File: src/rtl/sum_uart_sequencer_if.sv
// sum_uart_sequencer_if: request/strobe/operand/UART signals of the sum
// sequencer. The slave modport is the sequencer itself; the master modport
// is whatever drives the requests and hosts the two operand latches.
interface sum_uart_sequencer_if #(
   parameter int DATA_W = 4
);
   logic              load_a;
   logic              load_b;
   logic              send;
   logic              save_a_n;
   logic              save_b_n;
   logic [DATA_W-1:0] q_a;
   logic [DATA_W-1:0] q_b;
   logic [DATA_W:0]   sum_out;
   logic              tx;
   logic              busy;

   modport master (
      output load_a, load_b, send, q_a, q_b,
      input  save_a_n, save_b_n, sum_out, tx, busy
   );

   modport slave (
      input  load_a, load_b, send, q_a, q_b,
      output save_a_n, save_b_n, sum_out, tx, busy
   );
endinterface

File: src/rtl/sum_uart_sequencer.sv
// sum_uart_sequencer: strobes two external operand latches on request, adds
// the latched operands on a send request and transmits the sum as one UART
// byte (start bit, 8 data bits LSB first, stop bit).
// Define UART_PARITY_EN to insert an even parity bit before the stop bit.
module sum_uart_sequencer #(
   parameter int CLKS_PER_BIT = 104,
   parameter int DATA_W       = 4
) (
   input  logic                clk,
   input  logic                reset_n,
   sum_uart_sequencer_if.slave bus
);

   localparam int               CNT_W    = (CLKS_PER_BIT > 1) ? $clog2(CLKS_PER_BIT) : 1;
   localparam logic [CNT_W-1:0] CNT_LAST = CNT_W'(CLKS_PER_BIT - 1);

   typedef enum logic [2:0] {
      IDLE,
      CAP_A,
      CAP_B,
      START,
      DATA,
`ifdef UART_PARITY_EN
      PARITY,
`endif
      STOP
   } state_t;

   state_t            state_q, state_d;
   logic [CNT_W-1:0]  cnt_q, cnt_d;
   logic [2:0]        bit_idx_q, bit_idx_d;
   logic              tx_q, tx_d;
   logic              save_a_n_q, save_a_n_d;
   logic              save_b_n_q, save_b_n_d;
   logic [DATA_W:0]   sum_q, sum_d;
   logic              load_a_prev_q, load_b_prev_q, send_prev_q;
   logic              pend_a_q, pend_a_d;
   logic              pend_b_q, pend_b_d;
   logic              pend_s_q, pend_s_d;

   logic              edge_a, edge_b, edge_s;
   logic              take_a, take_b, take_s;
   logic              bit_end;
   logic [7:0]        tx_byte;

   // A request edge is "was low last cycle, is high now".
   assign edge_a  = bus.load_a & ~load_a_prev_q;
   assign edge_b  = bus.load_b & ~load_b_prev_q;
   assign edge_s  = bus.send   & ~send_prev_q;
   assign bit_end = (cnt_q == CNT_LAST);

   // Byte on the wire is the sum zero-extended (or truncated) to 8 bits.
   genvar gi;
   generate
      for (gi = 0; gi < 8; gi++) begin : g_tx_byte
         if (gi < DATA_W + 1) begin : g_sum_bit
            assign tx_byte[gi] = sum_q[gi];
         end else begin : g_zero_bit
            assign tx_byte[gi] = 1'b0;
         end
      end
   endgenerate

   // Next-state, output and pending-request logic.
   always_comb begin
      state_d    = state_q;
      cnt_d      = cnt_q;
      bit_idx_d  = bit_idx_q;
      tx_d       = tx_q;
      save_a_n_d = 1'b1;
      save_b_n_d = 1'b1;
      sum_d      = sum_q;
      take_a     = 1'b0;
      take_b     = 1'b0;
      take_s     = 1'b0;

      case (state_q)
         IDLE: begin
            tx_d  = 1'b1;
            cnt_d = '0;
            if (pend_a_q) begin
               take_a     = 1'b1;
               save_a_n_d = 1'b0;
               state_d    = CAP_A;
            end else if (pend_b_q) begin
               take_b     = 1'b1;
               save_b_n_d = 1'b0;
               state_d    = CAP_B;
            end else if (pend_s_q) begin
               take_s  = 1'b1;
               sum_d   = {1'b0, bus.q_a} + {1'b0, bus.q_b};
               tx_d    = 1'b0;
               state_d = START;
            end
         end

         CAP_A, CAP_B: begin
            state_d = IDLE;
         end

         START: begin
            if (bit_end) begin
               cnt_d     = '0;
               bit_idx_d = 3'd0;
               tx_d      = tx_byte[0];
               state_d   = DATA;
            end else begin
               cnt_d = cnt_q + CNT_W'(1);
            end
         end

         DATA: begin
            if (bit_end) begin
               cnt_d = '0;
               if (bit_idx_q == 3'd7) begin
                  bit_idx_d = 3'd0;
`ifdef UART_PARITY_EN
                  tx_d    = ^tx_byte;
                  state_d = PARITY;
`else
                  tx_d    = 1'b1;
                  state_d = STOP;
`endif
               end else begin
                  bit_idx_d = bit_idx_q + 3'd1;
                  tx_d      = tx_byte[bit_idx_q + 3'd1];
               end
            end else begin
               cnt_d = cnt_q + CNT_W'(1);
            end
         end

`ifdef UART_PARITY_EN
         PARITY: begin
            if (bit_end) begin
               cnt_d   = '0;
               tx_d    = 1'b1;
               state_d = STOP;
            end else begin
               cnt_d = cnt_q + CNT_W'(1);
            end
         end
`endif

         STOP: begin
            tx_d = 1'b1;
            if (bit_end) begin
               cnt_d   = '0;
               state_d = IDLE;
            end else begin
               cnt_d = cnt_q + CNT_W'(1);
            end
         end

         default: begin
            tx_d    = 1'b1;
            cnt_d   = '0;
            state_d = IDLE;
         end
      endcase

      // Edges are only remembered while idle; anything seen mid-operation is dropped.
      pend_a_d = (pend_a_q & ~take_a) | ((state_q == IDLE) & edge_a);
      pend_b_d = (pend_b_q & ~take_b) | ((state_q == IDLE) & edge_b);
      pend_s_d = (pend_s_q & ~take_s) | ((state_q == IDLE) & edge_s);
   end

   // All state, registered outputs and edge registers; reset aborts any frame.
   always_ff @(posedge clk or negedge reset_n) begin
      if (!reset_n) begin
         state_q       <= IDLE;
         cnt_q         <= '0;
         bit_idx_q     <= 3'd0;
         tx_q          <= 1'b1;
         save_a_n_q    <= 1'b1;
         save_b_n_q    <= 1'b1;
         sum_q         <= '0;
         load_a_prev_q <= 1'b0;
         load_b_prev_q <= 1'b0;
         send_prev_q   <= 1'b0;
         pend_a_q      <= 1'b0;
         pend_b_q      <= 1'b0;
         pend_s_q      <= 1'b0;
      end else begin
         state_q       <= state_d;
         cnt_q         <= cnt_d;
         bit_idx_q     <= bit_idx_d;
         tx_q          <= tx_d;
         save_a_n_q    <= save_a_n_d;
         save_b_n_q    <= save_b_n_d;
         sum_q         <= sum_d;
         load_a_prev_q <= bus.load_a;
         load_b_prev_q <= bus.load_b;
         send_prev_q   <= bus.send;
         pend_a_q      <= pend_a_d;
         pend_b_q      <= pend_b_d;
         pend_s_q      <= pend_s_d;
      end
   end

   assign bus.save_a_n = save_a_n_q;
   assign bus.save_b_n = save_b_n_q;
   assign bus.sum_out  = sum_q;
   assign bus.tx       = tx_q;
   assign bus.busy     = (state_q != IDLE) | pend_a_q | pend_b_q | pend_s_q;

endmodule

File: src/flat_wrapper.sv
// flat-port wrapper written by rule: the top's interface ports become plain ports
module sum_uart_sequencer_flat 
#(
   parameter int CLKS_PER_BIT = 104,
   parameter int DATA_W       = 4
)
  (clk, reset_n, bus_load_a, bus_load_b, bus_send, bus_q_a, bus_q_b, bus_save_a_n, bus_save_b_n, bus_sum_out, bus_tx, bus_busy);
  sum_uart_sequencer_if #(.DATA_W(DATA_W)) bus_i ();
  input  logic clk;
  input  logic reset_n;
  input wire logic [$bits(bus_i.load_a)-1:0] bus_load_a;
  input wire logic [$bits(bus_i.load_b)-1:0] bus_load_b;
  input wire logic [$bits(bus_i.send)-1:0] bus_send;
  input wire logic [$bits(bus_i.q_a)-1:0] bus_q_a;
  input wire logic [$bits(bus_i.q_b)-1:0] bus_q_b;
  output wire logic [$bits(bus_i.save_a_n)-1:0] bus_save_a_n;
  output wire logic [$bits(bus_i.save_b_n)-1:0] bus_save_b_n;
  output wire logic [$bits(bus_i.sum_out)-1:0] bus_sum_out;
  output wire logic [$bits(bus_i.tx)-1:0] bus_tx;
  output wire logic [$bits(bus_i.busy)-1:0] bus_busy;
  assign bus_i.load_a = bus_load_a;
  assign bus_i.load_b = bus_load_b;
  assign bus_i.send = bus_send;
  assign bus_i.q_a = bus_q_a;
  assign bus_i.q_b = bus_q_b;
  assign bus_save_a_n = bus_i.save_a_n;
  assign bus_save_b_n = bus_i.save_b_n;
  assign bus_sum_out = bus_i.sum_out;
  assign bus_tx = bus_i.tx;
  assign bus_busy = bus_i.busy;
  sum_uart_sequencer #(.CLKS_PER_BIT(CLKS_PER_BIT), .DATA_W(DATA_W)) u_core (.clk(clk), .reset_n(reset_n), .bus(bus_i));
endmodule
File: config.mk
export PLATFORM = sky130hd
export DESIGN_NAME = sum_uart_sequencer_flat
export DESIGN_NICKNAME = d
export VERILOG_FILES = /design/src/rtl/sum_uart_sequencer_if.sv /design/src/rtl/sum_uart_sequencer.sv /design/src/flat_wrapper.sv
export SDC_FILE = /design/constraint.sdc
export NUM_CORES = 1
export LEC_CHECK = 0
export BUFFER_PORTS_ARGS = -buffer_cell sky130_fd_sc_hd__buf_2
export CAP_MARGIN = 40
export CELL_PAD_IN_SITES_DETAIL_PLACEMENT = 2
export CELL_PAD_IN_SITES_GLOBAL_PLACEMENT = 2
export CORE_UTILIZATION = 30
export DETAILED_ROUTE_END_ITERATION = 16
export PLACE_DENSITY = 0.78
export SLEW_MARGIN = 20
export SYNTH_ARGS = -nofsm -noshare
export SYNTH_HDL_FRONTEND = slang
export SYNTH_SLANG_ARGS = --single-unit
File: constraint.sdc
create_clock -name clk -period 2 [get_ports clk]
set_clock_uncertainty 0.05 [all_clocks]
set_input_delay 0.5 -clock clk [delete_from_list [all_inputs] [get_ports clk]]
set_output_delay 0.5 -clock clk [all_outputs]
set_load 0.01 [all_outputs]
Word level (Yosys, flattened, before mapping)
Index checks and enable logic that the tools add are counted.
Widths: inputs -> output; s select.
{ "totals": {"ff_bits": 27, "input_bits": 13, "out_inout_bits": 9, "wordCells": 98} }
{ "op_classes": {"n_addsub": 3, "n_lt_le_gt_ge": 1, "eq_ne": 12, "mux": 36, "n_bitwise": 24, "reduce_logical": 9} }
{ "op_table": {"columns": ["operator", "n"], "rows": [
  ["$mux 3", 9],
  ["$mux 1", 21],
  ["$pmux 7 s2", 1],
  ["$pmux 3 s4", 1],
  ["$and 1x1->1", 9],
  ["$eq 3x3->1 const B", 3],
  ["$not 1->1", 9],
  ["$ne 2x1->1 const B", 4],
  ["$add 7x1->7 const B", 1],
  ["$eq 7x7->1 const B", 1],
  ["$mux 7", 1],
  ["$eq 3x2->1 const B", 2],
  ["$or 1x1->1", 6],
  ["$pmux 3 s2", 1],
  ["$reduce_and 3->1", 2],
  ["$add 4x4->5", 1],
  ["$reduce_and 5->1", 1],
  ["$lt 3x4->1 const B", 1],
  ["$ne 4x1->1 const B", 1],
  ["$pmux 1 s4", 1],
  ["$reduce_and 4->1", 1],
  ["$add 3x1->3 const B", 1],
  ["$bmux 1 s3", 1],
  ["$eq 3x1->1 const B", 1],
  ["5 further kinds", 5]
]} }

Depth between registers and ports, before layout
{ "logic_depth": {"word_depth": 7, "ltp_mapped": 6, "mapped_depth_nobuf": 6} }

Worst setup path after synthesis
Ideal clock, no wire load.
{ "synth_timing": {"path_kind": "reg2reg", "start": "register u_core.bit_idx_q[0]", "end": "register u_core.tx_q (netlist: u_core.bus.tx)", "setup_time_ps": 95, "arrival_ps": 1489, "required_time_ps": 1855, "slack_ps": 365, "path_stages_with_launch": 7, "path_buffers": 0, "period_less_slack_ps": 1635, "cell_sequence": "dfrtp_1 > ha_1 > ha_1 > nand3b_1 > o21ai_0 > a2111oi_0 > a211oi_1"} }
{ "synth_via": {"elab_chain_len": 6, "word_cells_on_any_way": 7, "cone_classes": "add/sub (1); eq/ne (1); mux (5)"} }
{ "synth_lines": {"columns": ["item", "line_no", "rtl"], "rows": [
  ["from (decl)", "sum_uart_sequencer.sv:31", "logic [2:0] bit_idx_q, bit_idx_d;"],
  ["from (signal assigned)", "sum_uart_sequencer.sv:187", "bit_idx_q <= bit_idx_d;"],
  ["$add 3x1->3", "sum_uart_sequencer.sv:126", "tx_d = tx_byte[bit_idx_q + 3'd1];"],
  ["$bmux 1 s3", "sum_uart_sequencer.sv:126", null],
  ["$mux 1 (implied by the code)", "sum_uart_sequencer.sv:126", null],
  ["$mux 1 (*)", "sum_uart_sequencer.sv:115", "if (bit_idx_q == 3'd7) begin"],
  ["$mux 1 (*)", "sum_uart_sequencer.sv:113", "if (bit_end) begin"],
  ["$pmux 1 s4 (*)", "sum_uart_sequencer.sv:77", "case (state_q)"],
  ["to (signal assigned)", "sum_uart_sequencer.sv:188", "tx_q <= tx_d;"],
  ["to (decl)", "sum_uart_sequencer.sv:32", "logic tx_q, tx_d;"]
]} }
Every way passes the cells marked *; elsewhere a longest branch is shown, timed or not. The select of a mux whose other input is x is not followed.
A chain may end at the register's enable or synchronous reset.

Final worst setup path
{ "layout_timing": {"start": "register u_core.state_q[0]", "end": "output port bus_busy"} }
{ "layout_via": {"elab_chain_len": 4} }
{ "layout_lines": {"columns": ["item", "line_no", "rtl"], "rows": [
  ["from (decl)", "sum_uart_sequencer.sv:29", "state_t state_q, state_d;"],
  ["from (signal assigned)", "sum_uart_sequencer.sv:185", "state_q <= state_d;"],
  ["$reduce_bool 3->1", "sum_uart_sequencer.sv:205", "assign bus.busy = (state_q != IDLE) | pend_a_q | pend_b_q | pend_s_q;"],
  ["$or 1x1->1 (3 in a row)", "sum_uart_sequencer.sv:205", null],
  ["to (decl)", "flat_wrapper.sv:20", "output wire logic [$bits(bus_i.busy)-1:0] bus_busy;"]
]} }
Every way passes these cells.

==> metrics.md <==
| Metric | Value |
|---|---|
| Outcome | `finished, final reports clean` |
| Residual DRC | `0` |
| WL/cell | `15.8 um` |
| Placeable Area | `4750 um2` |
| Clk_lat worst skew | `0.28 ns` |
| Routed Antenna Nets | `0` |
| Fmax | `0.519 GHz` |
| Rows | `25` |
| Max_slew headroom | `57.7%` |
| First-pass GRT wire length | `6240 um` |
| Setup_tns | `0 ns` |
| Fraction of the cycle the final worst path needs | `96.3%` |
| CTS Sinks | `27` |
| Mapped Avg Cell Area | `10.8 um2` |
| Initial antenna violation count | `0` |
| Die Width | `72.4 um` |
| Die Area | `5240 um2` |
| R2r worst-path depth | `5` |
| Post-Route WL | `3640 um` |
| CTS clock-pin slew for the worst setup and hold paths | `0.10 ns` |
| Syn nets | `159` |
| Starting density of the core | `31.3%` |
| Final Hold Vio Count | `0` |
| Vias after detailed routing | `1183` |
| EDFF count, synth | `0` |
| Worst-margin pin slew | `0.634 ns` |
| R2r startpoint | `u_core.cnt_q[1]$_DFFE_PN0P_` |
| Total grt overflow | `0` |
| Reg2Reg Capture Point | `u_core.state_q[0]$_DFFE_PN0P_` |
| Yosys Warn Count | `0` |
| Total power | `1990 uW` |
| Port bufs | `21` |
| Antenna Cells | `0` |
| Synth unique cells | `44` |
| Pin count of the biggest net entering global routing | `28` |
| Fillers | `535` |
| Clock buffer count from CTS | `3` |
| CTS Buffer Depth | `2` |
| Crit path time final | `1.93 ns` |
| Synth top area share | `40.4%` |
| Vias/cell | `5.14` |
| Ports | `22` |
| Final Wtd Congestion | `0.707` |
| Vert. Die Dim | `72.4 um` |
| Share of post-route cells with drive strength above 1 | `27.6%` |
| Number of max-cap violations | `0` |
| R2R setup slack | `0.21 ns` |
| Worst-path maximum fanout | `8` |
| DR iter-0 viols | `52` |
| Crit end category | `primary output` |
| HP Class | `in2async` |
| Largest area contributor in the netlist | `dfrtp_1` |
| Slew Viols, Final | `0` |
| Total GRT Usage | `15.6%` |
| Ys flop type | `dfrtp_1` |
| HPWL Detailed | `2830 um` |
| TritonRoute pass-1 iters | `4` |
| Final setup viols | `0` |
| Clock root buffer | `clkbuf_8` |
| Startpoint Class | `register` |
| Layout area overhead | `16.0%` |
| Arrival time worst endpoint | `1.38 ns` |
| Post-synthesis sequential area ratio | `45.7%` |
| Critical path class | `reg2out` |
| Lkg Pwr | `0.000824 uW` |
| Pwr/cell area | `1160 nW/um2` |
| TritonCTS clock tree | `done` |
| Ys async rst share | `100%` |
| Commonest cells post-synth | `dfrtp_1 (24), nand2_1 (14), o21ai_0 (9)` |
| Number of synthesized register bits | `27` |
| Vias in the first global route | `1263` |
| CP Data Required Time | `1.45 ns` |
| H-tree depth | `1` |
| Mapped Area | `1490 um2` |
| Max rail drop VDD | `0.000366 V` |
| RSZ-0062 raised after global routing | `no` |
| Most frequent cell after synthesis | `dfrtp_1` |
| Nets@finish | `185` |
| Top cells by area, synth | `dfrtp_1 (40%), ha_1 (5.9%), dfstp_2 (5.3%)` |
| Mapped Cells | `138` |
| Hold_buf cts | `0` |
==> state kept, by name (all words and copies together) (netlist names), named ones only <==
signal and cells:
u_core.cnt_q 7, u_core.bus.sum_out 5, u_core.bit_idx_q 3, u_core.state_q 3, u_core.bus.save_a_n 1, u_core.bus.save_b_n 1, u_core.bus.tx 1, u_core.load_a_prev_q 1
u_core.load_b_prev_q 1, u_core.pend_b_q 1, u_core.pend_s_q 1, u_core.send_prev_q 1
==> power by group <==
part           total, uW  internal (uW)  switching, uW
Sequential           857            703            154
Clock                322            142            181
Combinational        814            371            443
Total               1990           1220            777
==> cells in the final DEF, fill, tap and decap left out, drive strengths merged, types with 2 or more instances in the layout <==
cell / instances
a211oi: 2
a21o: 5
a21oi: 7
a22o: 3
a32o: 2
buf: 25
clkbuf: 3
dfrtp: 24
dfstp: 3
ha: 7
inv: 5
mux2: 4
mux2i: 3
nand2: 15
nand3: 4
nand3b: 4
nand4: 2
nor2: 6
nor2b: 2
nor3: 4
nor3b: 3
o21ai: 10
o31ai: 2
xnor2: 3
==> worst max-delay path, stage by stage (launching register included) <==
cell	delay (ns)
dfrtp_2	0.49
nor4_4	0.38
nand2_1	0.08
buf_2	0.15
==> through the flow <==
stage               cell area (um2)  setup WS [ns]  util (%)  hold WS (ns)  instances
floorplan                      1490          0.365         -         0.154        138
global placement               1640          0.243      34.6         0.406        222
detailed placement             1640          0.185      34.6         0.416        222
CTS                            1690         0.0387      35.6         0.181        226
global route                   1720         0.0160      36.3         0.213        230
finish                         1720         0.0741      36.3         0.175        230
==> timing repair <==
action,4_1_cts,5_1_grt
pin swaps,0,1
cloned,0,0
buffers inserted,0,4
setup endpoints to repair,1,1
hold endpoints to repair,0,0
gates resized for setup,1,1
==> metal layers <==
| layer | track usage (%) | wire [um] | vias up | part of all wire [%] |
|---|---|---|---|---|
| met1 | 19.5 | 1550 | 611 | 43 |
| met5 | 0 | 0 | - | 0 |
| li1 | - | - | 556 | - |
| met2 | 27.6 | 1980 | 12 | 54 |
| met3 | 3.33 | 82 | 4 | 2.3 |
| met4 | 3.27 | 24 | 0 | 0.66 |
==> cells by family after synthesis <==
kind of cell | count (synthesis) | synth area share [%]
and+or+nand+nor | 45 | 17.8
AOI/OAI and AO/OA | 38 | 18.4
DFF | 27 | 45.7
buffers and inverters | 9 | 3.45
adders and majority gates | 8 | 7.24
muxes | 7 | 5.05
xor gates and xnor gates | 4 | 2.36
==> final cells by class <==
class	instances	area [um2]	share of cell area, %
clock inverter	1	7.51	0.435
inverter	5	18.8	1.09
clock buffer	3	41.3	2.39
multi-input combinational	102	756	43.8
tap	67	83.8	4.86
timing repair buffer	25	135	7.84
sequential	27	682	39.6
==> how the worst max path moves through the flow <==
stage                                    startpoint  depth (start not counted)                                end  slack [ns]
finish                u_core.state_q[0]$_DFFE_PN0P_                          3                           bus_busy        0.07
global route          u_core.state_q[0]$_DFFE_PN0P_                          3                           bus_busy        0.02
global placement                         bus_q_b[0]                          6  u_core.bus.sum_out[4]$_DFFE_PN0P_        0.24
CTS                   u_core.state_q[2]$_DFFE_PN0P_                          3                           bus_busy        0.04
floorplan           u_core.bit_idx_q[0]$_DFFE_PN0P_                          6          u_core.bus.tx$_DFFE_PN1P_        0.37
detailed placement                       bus_q_b[0]                          6  u_core.bus.sum_out[4]$_DFFE_PN0P_        0.19
Power figures use the tool's default switching activity.
